### config.mk
export PLATFORM = sky130hd
export DESIGN_NAME = pwm_tone_generator
export DESIGN_NICKNAME = d
export VERILOG_FILES = /design/src/rtl/pwm_tone_generator.sv
export SDC_FILE = /design/constraint.sdc
export NUM_CORES = 1
export LEC_CHECK = 0
export ABC_AREA = 1
export CORE_MARGIN = 2
export CORE_UTILIZATION = 35
export DETAILED_ROUTE_END_ITERATION = 16
export HOLD_SLACK_MARGIN = 0.08
export PLACE_DENSITY = 0.51
export REMOVE_ABC_BUFFERS = 1
export SLEW_MARGIN = 20
export SYNTH_ARGS = -nofsm -noshare
export SYNTH_HDL_FRONTEND = slang
export SYNTH_SLANG_ARGS = --single-unit
export TNS_END_PERCENT = 5
### constraint.sdc
create_clock -name i_clk -period 8.9 [get_ports i_clk]
set_input_delay 2.225 -clock i_clk [delete_from_list [all_inputs] [get_ports i_clk]]
set_output_delay 2.225 -clock i_clk [all_outputs]
set_load 0.05 [all_outputs]
### src/rtl/pwm_tone_generator.sv
// pwm_tone_generator
//   Phase-accumulator (NCO) tone source driving a single-bit PWM audio pin.
//   The phase delta and carrier top come from the note sequencer. The duty
//   cycle is latched only at carrier wraps, so a period is never cut short
//   or stretched by a mid-period sample change.
//   Optional build macro PWM_TONE_ENVELOPE_EN adds an attack-ramp gain stage
//   (ENV_STEP carrier periods per gain step) between waveform and PWM.
module pwm_tone_generator #(
   parameter int unsigned WAVE = 1      // 0 = square, 1 = sawtooth, 2 = triangle
`ifdef PWM_TONE_ENVELOPE_EN
   ,
   parameter int unsigned ENV_STEP = 64 // carrier periods per gain increment
`endif
) (
   input  logic        i_clk,
   input  logic        i_reset,
   input  logic [7:0]  i_top,
   input  logic        i_top_valid,
   input  logic [31:0] i_phase_delta,
   output logic        o_pwm,
   output logic [7:0]  o_sample,
   output logic        o_period_start
);

   logic [31:0] r_phase;
   logic [7:0]  r_count;
   logic [7:0]  r_top;
   logic [7:0]  r_top_pending;
   logic [7:0]  r_duty;

   logic [7:0]  wave_sample;   // raw waveform, zero while resting
   logic [7:0]  sample;        // value fed to o_sample and the duty computation
   logic [16:0] duty_prod;
   logic [7:0]  duty_next;
   logic        wrap;

   // Waveform shaping from the top bits of the phase accumulator
   always_comb begin
      // NOTE: every always_comb output gets a default first so no path can infer a latch.
      wave_sample = 8'h00;
      if (i_phase_delta != 32'd0) begin
         case (WAVE)
            0:       wave_sample = r_phase[31] ? 8'hff : 8'h00;
            2:       wave_sample = r_phase[31] ? ~r_phase[30:23] : r_phase[30:23];
            default: wave_sample = r_phase[31:24];
         endcase
      end
   end

`ifdef PWM_TONE_ENVELOPE_EN
   localparam logic [15:0] ENV_LAST = 16'(ENV_STEP - 1);

   logic [7:0]  r_gain;
   logic [15:0] r_env_count;
   logic [31:0] r_prev_delta;
   logic [15:0] gain_prod;

   // Scale the raw waveform by the envelope gain
   always_comb begin
      gain_prod = {8'h00, wave_sample} * {8'h00, r_gain};
      sample    = 8'(gain_prod >> 8);
   end

   // Attack ramp: gain restarts on every note change and climbs once per ENV_STEP periods
   always_ff @(posedge i_clk) begin
      if (i_reset) begin
         r_gain       <= 8'h00;
         r_env_count  <= 16'h0000;
         r_prev_delta <= 32'h0000_0000;
      end else begin
         r_prev_delta <= i_phase_delta;
         if (i_phase_delta != r_prev_delta) begin
            r_gain      <= 8'h00;
            r_env_count <= 16'h0000;
         end else if (wrap) begin
            if (r_env_count >= ENV_LAST) begin
               r_env_count <= 16'h0000;
               if (r_gain != 8'hff) begin
                  r_gain <= r_gain + 8'd1;
               end
            end else begin
               r_env_count <= r_env_count + 16'd1;
            end
         end
      end
   end
`else
   // No envelope: the raw waveform goes straight to the PWM stage
   always_comb begin
      sample = wave_sample;
   end
`endif

   // Duty for the next carrier period, scaled to the period length it will run in
   always_comb begin
      wrap      = (r_count == r_top);
      duty_prod = {9'd0, sample} * ({9'd0, r_top_pending} + 17'd1);
      duty_next = 8'(duty_prod >> 8);
   end

   // NCO, carrier counter, period-boundary duty/top latching and registered outputs
   always_ff @(posedge i_clk) begin
      if (i_reset) begin
         r_phase        <= 32'h0000_0000;
         r_count        <= 8'h00;
         r_top          <= 8'hff;
         r_top_pending  <= 8'hff;
         r_duty         <= 8'h00;
         o_pwm          <= 1'b0;
         o_sample       <= 8'h00;
         o_period_start <= 1'b0;
      end else begin
         // NOTE: non-blocking assignments here so every register sees pre-edge values of the others.
         if (i_phase_delta == 32'd0) begin
            r_phase <= 32'h0000_0000;
         end else begin
            r_phase <= r_phase + i_phase_delta;
         end

         o_sample <= sample;

         // A top written on a wrap cycle lands in pending after r_top has loaded,
         // so it takes effect one wrap later.
         if (i_top_valid) begin
            r_top_pending <= i_top;
         end

         if (wrap) begin
            r_count        <= 8'h00;
            r_top          <= r_top_pending;
            r_duty         <= duty_next;
            o_period_start <= 1'b1;
         end else begin
            r_count        <= r_count + 8'd1;
            o_period_start <= 1'b0;
         end

         o_pwm <= (r_count < r_duty);
      end
   end

endmodule

==> results.toml, run 1 <==
[status]
status = "finished, final reports clean"

[yosys]
async_flop_share_pct = 0
synth_area_mm2 = 0.00650
synth_ff_type = "dfxtp_1"
syn_inst = 915
synth.distinct_cells = 42
yosysSeqAreaShare_pct = 22.8
synth-seq-cells = 74
synth_edf_count = 0
syn_area_per_cell_um2 = 7.11
yosys_warnings = 0

[timing]
tightest_slew_ps = 816
final_max_slew_viol_count = 0
setup_viol = 0
final.min_clock_period_ps = 7440
skew_ps = 5.62
finalCritPeriodShare_pct = 83.6
rsz0062_at_grt = "false"
tns_ps = 0
maxSlewHeadroom_pct = 45.4
finalHoldViolCount = 0
timing.fmax_mhz = 134

[drt]
drt_wl_total_um = 17600
wl_met3_um = 668
drc = 0
met1_length_um = 9370
dr_wl_met2_um = 7300
drt_first_iter_violations = 340
ant_nets = 0
firstDrtPassIters = 5
via_per_inst = 4.88
top_layer = "met4"
wl_per_cell_um = 14.6
vias = 5878

[power_and_ir_drop]
vdd_ir_drop_max_mv = 0.194
p_leak_nw = 3.65
p_per_area_mw_per_mm2 = 373

[clock_network]
insertion_delay_ps = 340
postCtsHoldBufs = 0
cts_root_buffer = "clkbuf_16"
clkTransAtPathRegs_ps = 60
cts_tree = "done"
cts_buffer_depth = 2
cts.sinks = 74
cts_max_level = 3
post_cts_buffers = 0
cts_buffers = 9
ctsResizeCount = 0

[critical_path]
arrival_ps = 7640
critPathCaptureType = "flip-flop"
r2r_slack_ps = 3260
cp-start-kind = "input pin"
crit_type = "input pin to flip-flop"
required_ps = 9100
r2r_end = "r_duty[5]"
crit_fanout = 11
cp_top_family = "adder cells"
path_cells = "clkdlybuf4s50_1 > nor2_1 > nand2_1 > nor2_1 > nand2_1 > nor2_2 > nor2_1 > inv_1 > nor2_1 > fa_1 > fa_1 > fa_1 > inv_1 > fa_1 > inv_1 > ha_1 > a21oi_1 > o21ai_0 > a221oi_1 > nand3_1 > nand2_1 > o22ai_1"
cp_slowest_stage_delay_ps = 540
r2r-start = "r_top_pending[0]"
cp_num_buf_inv = 4
cpMaxStageDelayCell = "fa_1"
reg2reg_depth = 18

[global_route]
antenna_found_initial = 0
overflow = 0
track_usage_pct = 18.9
grt_max_degree = 26
grt_pass1_vias = 5774
grt_pass1_wl_um = 29500

[finish]
area_growth_pct = 16.5
num-fill-cells = 1919
fin_cells = 1204
utilization_pct = 41.9
drive_gt1_share_pct = 3.08
final_net_count = 1126
diodes = 0

[placement]
dpl.cell_count = 1188
gp_congestion = 0.900
io_buffers = 52
dp_hpwl_um = 14300

[worst_hold_path]
hold_depth = 2
min_from = "r_duty[3]"
hold_path.class = "flip-flop to flip-flop"
whs_endpoint = "r_duty[3]"

[flow_run]
maxCapViolations = 0

[die]
initial_utilization_pct = 36.0
fp-row-count = 49
core_area_mm2 = 0.0181
die-area_mm2 = 0.0197
die_y_um = 140
num_io_pins = 53
fp.dieW_um = 140
==> layout make-up <==
class	instances	area, um^2	area share [%]
multi-input combinational	686	4430	58.4
sequential	74	1480	19.6
inverter	146	548	7.23
timing repair buffer	53	528	6.97
tap	229	287	3.78
clock buffer	11	243	3.20
clock inverter	5	61.3	0.809
==> registers in the layout, indices dropped and copies added (netlist names) <==
register        flops
r_duty              8
r_top               8
r_top_pending       8
o_sample            8
o_pwm               1
o_period_start      1
r_phase            32
r_count             8
==> Yosys cell counts (all sizes together), types with 8 or more instances <==
| cell type | instances | area, um^2 |
|---|---|---|
| a21oi | 91 | 459 |
| inv | 146 | 548 |
| nand3 | 30 | 155 |
| nor3 | 13 | 80.1 |
| fa | 41 | 821 |
| nor2 | 173 | 654 |
| nand2 | 143 | 542 |
| o21ai | 51 | 259 |
| dfxtp | 74 | 1480 |
| ha | 72 | 901 |
| nand4 | 8 | 50.1 |
| xor2 | 20 | 183 |
==> cell usage in the layout (no fill, tap or decap), types with 3 or more instances in the layout <==
| cell type | count |
|---|---|
| o22ai_1 | 3 |
| xnor2_1 | 4 |
| inv_1 | 144 |
| nor4_1 | 4 |
| ha_1 | 72 |
| o21ai_0 | 48 |
| nand3_1 | 29 |
| o21a_1 | 6 |
| dfxtp_1 | 74 |
| a221oi_1 | 4 |
| a21oi_1 | 90 |
| xor2_1 | 19 |
| clkdlybuf4s50_1 | 52 |
| nor3_1 | 10 |
| nor3_2 | 3 |
| clkbuf_16 | 9 |
| a21o_1 | 5 |
| a31oi_1 | 4 |
| fa_1 | 41 |
| nor2_1 | 171 |
| nand4_1 | 8 |
| nand2_1 | 141 |
==> stage by stage <==
step | hold slack, ps | total power, mW | instance area, um^2 | setup WS, ps
after floorplan | 426 | 1.94 | 6460 | 2270
after global placement | 464 | 2.45 | 7270 | 1190
after detailed placement | 452 | 2.43 | 7270 | 1140
after CTS | 467 | 2.83 | 7580 | 1500
after global routing | 485 | 3.18 | 7580 | 1020
final | 467 | 2.83 | 7580 | 1460
==> worst register-to-register path, delay by kind of cell, from the launching register on <==
family	cells	cell delay (ps)
AO/OA/AOI/OAI	4	900
XOR/XNOR	1	650
adder cells (fa/ha/maj)	5	2420
buffers and inverters	3	290
flip-flops	1	530
AND/OR/NAND/NOR	5	740
==> routing by layer <==
metal / up-vias / GRT usage, %
met2: 124 / 28.2
met4: 0 / 5.00
li1: 3065 / -
met3: 12 / 2.63
met1: 2677 / 28.4
met5: - / 0
==> report_power, final <==
part	leakage, nW	internal, mW	switching [mW]
Clock	0.151	0.227	0.153
Combinational	2.89	0.708	1.31
Sequential	0.610	0.402	0.0301
==> cell families (layout without fill, tap and decap cells) <==
kind of cell	count (synthesis)	in the layout	synth area share, %
XOR/XNOR	24	24	3.35
AND/OR/NAND/NOR	377	377	23.8
AO/OA/AOI/OAI	172	172	14.5
buffers and inverters	155	215	9.14
flip-flops	74	74	22.8
adder cells (fa/ha/maj)	113	113	26.5
==> worst max path at each step <==
stage | slack [ps] | startpoint | depth (start not counted) | to
floorplan | 2270 | i_phase_delta[1] | 21 | r_duty[5]
global placement | 1190 | i_phase_delta[1] | 24 | r_duty[7]
detailed placement | 1140 | i_phase_delta[1] | 22 | r_duty[5]
CTS | 1500 | i_phase_delta[1] | 22 | r_duty[5]
global route | 1020 | i_phase_delta[1] | 22 | r_duty[5]
finish | 1460 | i_phase_delta[16] | 22 | r_duty[5]
No activity file was read; power rests on OpenSTA's default activity.
==> inputs of run 2 (changes only) <==
==> constraint.sdc (replaced) <==
create_clock -name i_clk -period 7.3 [get_ports i_clk]
set_input_delay 1.825 -clock i_clk [delete_from_list [all_inputs] [get_ports i_clk]]
set_output_delay 1.825 -clock i_clk [all_outputs]
set_load 0.05 [all_outputs]
==> run 2 against run 1 <==
Against the previous run: worst hold slack is essentially flat; global-route usage down 0.26 points; clock skew up 1.1 ps; largest cell class unchanged; register-to-register slack got worse by 1500 ps; clock-buffer cell count is 1 lower; sequential cell count unchanged; sequential power increased by 22%; utilization grew 0.39 points; clock power is 38% higher; setup slack worse by 880 ps; cell count rose by 0.25%.
==> results.toml, run 2 (synthesis gave the netlist of run 1 again) <==
[timing]
finalCritPeriodShare_pct = 92.1
maxSlewHeadroom_pct = 46.7
final_max_slew_viol_count = 0
setup_viol = 0
rsz0062_at_grt = "false"
timing.fmax_mhz = 149
layout_setup_ws_ps = 580
finalHoldViolCount = 0
skew_ps = 6.73
tns_ps = 0
tightest_slew_ps = 797
final.min_clock_period_ps = 6720

[power_and_ir_drop]
finalPower_mw = 3.50
p_per_area_mw_per_mm2 = 458
p_leak_nw = 3.68
vdd_ir_drop_max_mv = 0.249

[die]
die_y_um = 140
fp.dieW_um = 140
initial_utilization_pct = 36.0
fp-row-count = 49
die-area_mm2 = 0.0197
num_io_pins = 53
core_area_mm2 = 0.0181

[critical_path]
required_ps = 7540
arrival_ps = 6960
cp-start-kind = "input pin"
crit_type = "input pin to flip-flop"
critPathCaptureType = "flip-flop"
crit_fanout = 8
reg2reg_depth = 20

[finish]
utilization_pct = 42.3
layout_commonest_cell = "nor2_1"
drive_gt1_share_pct = 3.48
largest_reg_flops = 32
layout_common_cells = "nor2_1, inv_1, nand2_1, a21oi_1, dfxtp_1"
regMostFlops = "r_phase"
final_net_count = 1129
design_area_mm2 = 0.00765
area_growth_pct = 17.6
diodes = 0
num-fill-cells = 1905

[placement]
gp_congestion = 0.900
pre_cts_slack_ps = 14.1
dpl-instance-area_mm2 = 0.00729
io_buffers = 52
dp_hpwl_um = 14200

[global_route]
track_usage_pct = 18.6
grt_pass1_wl_um = 29100
antenna_found_initial = 0
grt_max_degree = 26
overflow = 0
grt_pass1_vias = 5748

[clock_network]
postCtsHoldBufs = 0
cts_buffers = 9
clkTransAtPathRegs_ps = 60
cts_buffer_depth = 2
cts_max_level = 3
cts_root_buffer = "clkbuf_16"
insertion_delay_ps = 350
cts.sinks = 74
cts_tree = "done"

[drt]
wl_per_cell_um = 14.4
dr_wl_met2_um = 7330
met1_length_um = 9100
vias = 5963
top_layer = "met4"
via_per_inst = 4.94
ant_nets = 0
firstDrtPassIters = 5
wl_met3_um = 707
drc = 0
drt_first_iter_violations = 292
drt_wl_total_um = 17400

[flow_run]
maxCapViolations = 0

[worst_hold_path]
hold_depth = 2
hold_path.class = "flip-flop to flip-flop"

[status]
status = "finished, final reports clean"
run 2: metal layers:
layer | vias up | GRT usage [%]
met5 | - | 0
met4 | 0 | 5.16
met3 | 19 | 3.11
met2 | 111 | 27.7
met1 | 2764 | 27.7
li1 | 3069 | -
run 2: worst max-delay path, cell delays in order:
cell,delay [ps]
clkdlybuf4s50_1,450
nor2_1,140
nand2_1,80
nor2_1,160
nand2_1,120
nor2_4,220
nor2_1,120
inv_1,200
nor2_1,100
fa_1,580
fa_1,430
fa_1,550
inv_1,60
fa_1,520
inv_1,40
ha_1,350
a21oi_2,240
nor2_1,60
nor2_1,190
o21ai_0,130
a21oi_1,170
nand3_1,100
nand3_1,90
nand2_1,60
run 2: final timing paths:
| path | slack [ps] | end | from |
|---|---|---|---|
| max | 580 | r_duty[7] | i_phase_delta[1] |
| min | 470 | r_duty[3] | r_duty[3] |
| max reg2reg | 1760 | r_duty[7] | r_top_pending[0] |
| min reg2reg | 470 | r_duty[3] | r_duty[3] |
run 2: area by class of cell:
| class | instances | area [um^2] | share of cell area, % |
|---|---|---|---|
| clock buffers | 10 | 229 | 2.99 |
| clock inverters | 6 | 115 | 1.51 |
| inverters | 146 | 548 | 7.17 |
| multi-input cells | 686 | 4440 | 58.0 |
| flip-flops and latches | 74 | 1480 | 19.4 |
| well taps | 229 | 287 | 3.75 |
| repair buffers | 56 | 551 | 7.20 |
run 2: metrics by stage:
stage          hold slack [ps]  std cells
5_1_grt                    493       1207
4_1_cts                    466       1207
3_5_place_dp               450       1191
3_3_place_gp               446       1191
6_report                   467       1207
2_1_floorplan              426        906
run 2: power by group:
group          switching, mW  internal [mW]  total (mW)
logic                   1.58          0.866        2.45
clock network          0.189          0.335       0.525
registers             0.0374          0.490       0.527
total                   1.81           1.69        3.50
run 2: what timing repair did:
action / CTS / global route
gates resized for setup: 0 / 2
endpoints found under the setup margin: 0 / 2
buffers inserted: 0 / 0
